===== src/rtl/ring_pkg.sv =====
// Shared ring constants used by both the store (write) side and the retrieve side.
package ring_pkg;

  localparam int RING_PTR_W_DEFAULT = 2;
  localparam int RING_OVF_CNT_W     = 8;

endpackage


===== src/rtl/ring_ptr_cmp.sv =====
// Pointer comparator: derives full/empty/level from wrap-bit write and read pointers.
module ring_ptr_cmp
  import ring_pkg::*;
#(
  parameter int COUNTER_SIZE = RING_PTR_W_DEFAULT
) (
  input  logic [COUNTER_SIZE:0] wrptr,
  input  logic [COUNTER_SIZE:0] rdptr,
  output logic                  full,
  output logic                  empty,
  output logic [COUNTER_SIZE:0] level
);

  // Same index with opposite wrap bits means the writer is exactly one lap ahead.
  assign full  = (wrptr[COUNTER_SIZE] != rdptr[COUNTER_SIZE]) &&
                 (wrptr[COUNTER_SIZE-1:0] == rdptr[COUNTER_SIZE-1:0]);
  assign empty = (wrptr == rdptr);
  assign level = wrptr - rdptr;

endmodule


===== src/rtl/ring_store.sv =====
// Write side of a 1-bit ring buffer with sticky overflow status.
// Optional saturating drop counter ovf_cnt enabled by macro RING_STORE_OVF_CNT_EN.
module ring_store
  import ring_pkg::*;
#(
  parameter int COUNTER_SIZE = RING_PTR_W_DEFAULT,
  parameter int BUFFER_SIZE  = 2 ** COUNTER_SIZE
) (
  input  logic                    clock,
  input  logic                    reset,
  input  logic                    instrobe,
  input  logic                    txda,
  input  logic [COUNTER_SIZE:0]   rdptr,
  input  logic                    ovf_clr,
  output logic [COUNTER_SIZE:0]   wrptr,
  output logic [BUFFER_SIZE-1:0]  buffer,
  output logic                    full,
  output logic                    empty,
  output logic [COUNTER_SIZE:0]   level,
  output logic                    ovf
`ifdef RING_STORE_OVF_CNT_EN
  ,
  output logic [RING_OVF_CNT_W-1:0] ovf_cnt
`endif
);

  localparam logic [COUNTER_SIZE:0] PTR_ONE = 1;

  logic do_write;
  logic drop;

  ring_ptr_cmp #(
    .COUNTER_SIZE (COUNTER_SIZE)
  ) u_cmp (
    .wrptr (wrptr),
    .rdptr (rdptr),
    .full  (full),
    .empty (empty),
    .level (level)
  );

  // full is the pre-edge value, so a read advance in the same cycle cannot rescue a write.
  assign do_write = instrobe && !full;
  assign drop     = instrobe &&  full;

  // NOTE: state registers use non-blocking assignments so every flop samples pre-edge values.
  // NOTE: the storage cells are reset because they are a visible output, not hidden RAM.
  always_ff @(posedge clock or negedge reset) begin
    if (!reset) begin
      wrptr  <= '0;
      buffer <= '0;
      ovf    <= 1'b0;
    end else begin
      if (do_write) begin
        buffer[wrptr[COUNTER_SIZE-1:0]] <= txda;
        wrptr                           <= wrptr + PTR_ONE;
      end
      if (drop) begin
        ovf <= 1'b1;
      end else if (ovf_clr) begin
        ovf <= 1'b0;
      end
    end
  end

`ifdef RING_STORE_OVF_CNT_EN
  localparam logic [RING_OVF_CNT_W-1:0] CNT_MAX = '1;
  localparam logic [RING_OVF_CNT_W-1:0] CNT_ONE = 1;

  always_ff @(posedge clock or negedge reset) begin
    if (!reset) begin
      ovf_cnt <= '0;
    end else if (ovf_clr) begin
      ovf_cnt <= drop ? CNT_ONE : '0;
    end else if (drop && (ovf_cnt != CNT_MAX)) begin
      ovf_cnt <= ovf_cnt + CNT_ONE;
    end
  end
`endif

endmodule


===== config.mk =====
export PLATFORM = sky130hd
export DESIGN_NAME = ring_store
export DESIGN_NICKNAME = d
export VERILOG_FILES = /design/src/rtl/ring_pkg.sv /design/src/rtl/ring_ptr_cmp.sv /design/src/rtl/ring_store.sv
export SDC_FILE = /design/constraint.sdc
export NUM_CORES = 1
export LEC_CHECK = 0
export ABC_AREA = 1
export BUFFER_PORTS_ARGS = -buffer_cell sky130_fd_sc_hd__buf_4
export CAP_MARGIN = 15
export CORE_UTILIZATION = 35
export DETAILED_ROUTE_END_ITERATION = 10
export PLACE_DENSITY = 0.71
export SLEW_MARGIN = 40
export SYNTH_ARGS = -nofsm -noshare
export SYNTH_HDL_FRONTEND = slang
export SYNTH_SLANG_ARGS = --single-unit
export TNS_END_PERCENT = 1

===== constraint.sdc =====
create_clock -name clock -period 1.4 [get_ports clock]
set_clock_uncertainty 0.1 [all_clocks]
set_input_delay 0.07 -clock clock [delete_from_list [all_inputs] [get_ports clock]]
set_output_delay 0.07 -clock clock [all_outputs]
set_load 0.1 [all_outputs]

==> impl_metrics.yaml <==
run_status:
  outcome: "complete, but fails checks"
  failed_checks: "negative setup slack"
sta:
  setup_viol: 13
  maxSlewHeadroom_pct: 80.9
  slew_violations: 0
  hold_ws_ps: 47.9
  finalHoldViolations: 0
  min_period_ps: 1860
  grt_setup_unrepaired: "true"
  worst_pin_slew_ps: 287
  timing.fmax_mhz: 536
  fin_crit_sh_pct: 133
  setup_slack_ps: -464
global_route:
  grt_overflow: 0
  grt_pass1_wl_um: 1830
  track_usage_pct: 17.4
  use_met3_pct: 8.33
  busiest_layer: "met2"
  gr-usage-met1_pct: 20.4
  grt_pass1_vias: 451
  met2_usage_pct: 27.8
  grt_max_degree: 14
  grt_antenna_before_repair: 0
clocking:
  cts_tree: "yes"
  htreeDepth: 1
  clkLatencyLatePin_ps: 260
  cts_setup_buffers: 0
  cts_root_buffer: "clkbuf_4"
  cts.clk_slew.worst_paths_ps: 60
  clockBufferDepth: 2
  clkSinkCount: 8
  cts_buffers: 3
yosys:
  yosysWarnings: 0
  avgSynthCellArea_um2: 8.35
  ys_seq_area_share_pct: 38.6
  syn-cell-area_um2: 518
  synth_area_leaders: "dfrtp_1, ha_1, nand2_1, inv_1, nand4_1"
  synth_top_area_cell: "dfrtp_1"
  synth.top_cell.area_share_pct: 38.6
  synth_cells: 62
  ys_seq_elements: 8
  yosysUniqueCellTypes: 16
  synth.net_count: 77
placed_design:
  io_buffer_count: 20
  dp_hpwl_um: 908
  routabilityCongestion: 0.747
job:
  maxCapViolCount: 0
setup_path:
  slowest_stage: "dfrtp_4"
  endpoint_kind: "output port"
  cpPeakStageDelay_ps: 490
  critPathRequiredTime_ps: 1230
  crit_fanout: 2
  cp-start-kind: "flop"
  r2r_cells: 9
  cp_cell_sequence: "inv_4, ha_4, inv_2, fa_2, xnor2_4, buf_12"
  critical_path_class: "flop to output port"
  arrival_ps: 1690
final_layout:
  insertedDiodeCount: 0
  syn_to_final_growth_pct: 80.0
  multi_input_area_um2: 335
  num-fill-cells: 109
  layout_commonest_cell: "buf_4"
  drive_above_1_share_pct: 51.1
  ff_latch_area_um2: 209
  layout_common_cells: "buf_4, nand2_1, nand3_1"
  finalNetCount: 110
die:
  ioPinCount: 21
  die_height_um: 40.5
  core_region_area_um2: 1330
  core.rowCount: 13
  die-area_um2: 1640
  start_util_pct: 38.8
  die_w_um: 40.5
routing:
  drc: 0
  firstDrtPassIters: 4
  vias: 512
  routed_wirelength_um: 1170
  wl_per_cell_um: 10.8
  ant_nets: 0
  drt_iter0_drc: 7
  vias_per_cell: 4.70
worst_hold_path:
  min_delay_path_depth: 3
  worstHoldPathType: "primary input to flop"
-- worst max-delay path, delay by kind of cell (launching register included) --
family     cells  cell delay [ps]
buf+inv        3              290
flops          1              490
fa+ha+maj      2              490
xor+xnor       1              170
-- per-layer routing --
layer	share of wire, %	up-vias
met5	0	-
met4	1.2	0
met3	4.3	2
met2	52	11
met1	43	238
li1	-	261
-- cell type report --
type	instances	share of cell area, %
Sequential cell	8	22.4
Multi-Input combinational cell	42	36.0
Timing Repair Buffer	30	32.1
Inverter	10	4.70
Clock buffer	4	2.82
Tap cell	15	2.01
-- path summary, 6_finish.rpt --
path                                        from               endpoint  slack [ps]
setup / recovery            wrptr[0]$_DFFE_PN0P_               level[2]        -460
hold / removal                          instrobe   wrptr[0]$_DFFE_PN0P_          50
setup reg to reg            wrptr[0]$_DFFE_PN0P_  buffer[1]$_DFFE_PN0P_        -100
hold reg to reg            buffer[1]$_DFFE_PN0P_  buffer[1]$_DFFE_PN0P_         380
max in group asynchronous                  reset   wrptr[2]$_DFFE_PN0P_         990
min in group asynchronous                  reset  buffer[0]$_DFFE_PN0P_          70
-- state kept, by name, summed over array words and instances, names as in the netlist --
signal	cells
buffer	4
ovf	1
wrptr	3
-- synth_stat cells --
cell and n:
nand2_2 1, buf_6 1, nor2_1 1, ha_1 6, dfrtp_1 8, xnor2_1 1
and2_1 1, inv_1 9, nand4_1 5, nand3_2 1, nand2_1 18, fa_1 1
o21ai_0 1, buf_2 1, inv_2 1, nand3_1 6
-- stage by stage --
stage	setup TNS, ps	util [%]	setup WS (ps)	instances	area (µm²)
CTS	-2240	69.9	-487	109	932
global route	-2960	69.9	-529	109	932
finish	-2000	69.9	-464	109	932
global placement	-1250	60.5	-255	102	807
detailed placement	-1400	60.5	-278	102	807
floorplan	-4590	-	-638	62	602
-- cells by family (layout without fill, tap and decap cells) --
family | after synthesis | after routing | synth area share, %
xor+xnor | 1 | 1 | 1.69
simple gates | 33 | 33 | 30.0
flops | 8 | 8 | 38.6
buf+inv | 12 | 44 | 10.4
fa+ha+maj | 7 | 7 | 18.4
compound gates | 1 | 1 | 0.965
-- repair_timing --
item                                    in CTS  in global routing
gates resized for setup                     19                  0
endpoints found under the setup margin      13                 13
pin swaps                                    3                  1
hold buffers                                 3                  0
hold endpoints to repair                    12                  0
Power is left out: the tool's default activity adds up to more than one toggle a clock period on the data nets, which glitch-free logic cannot reach.
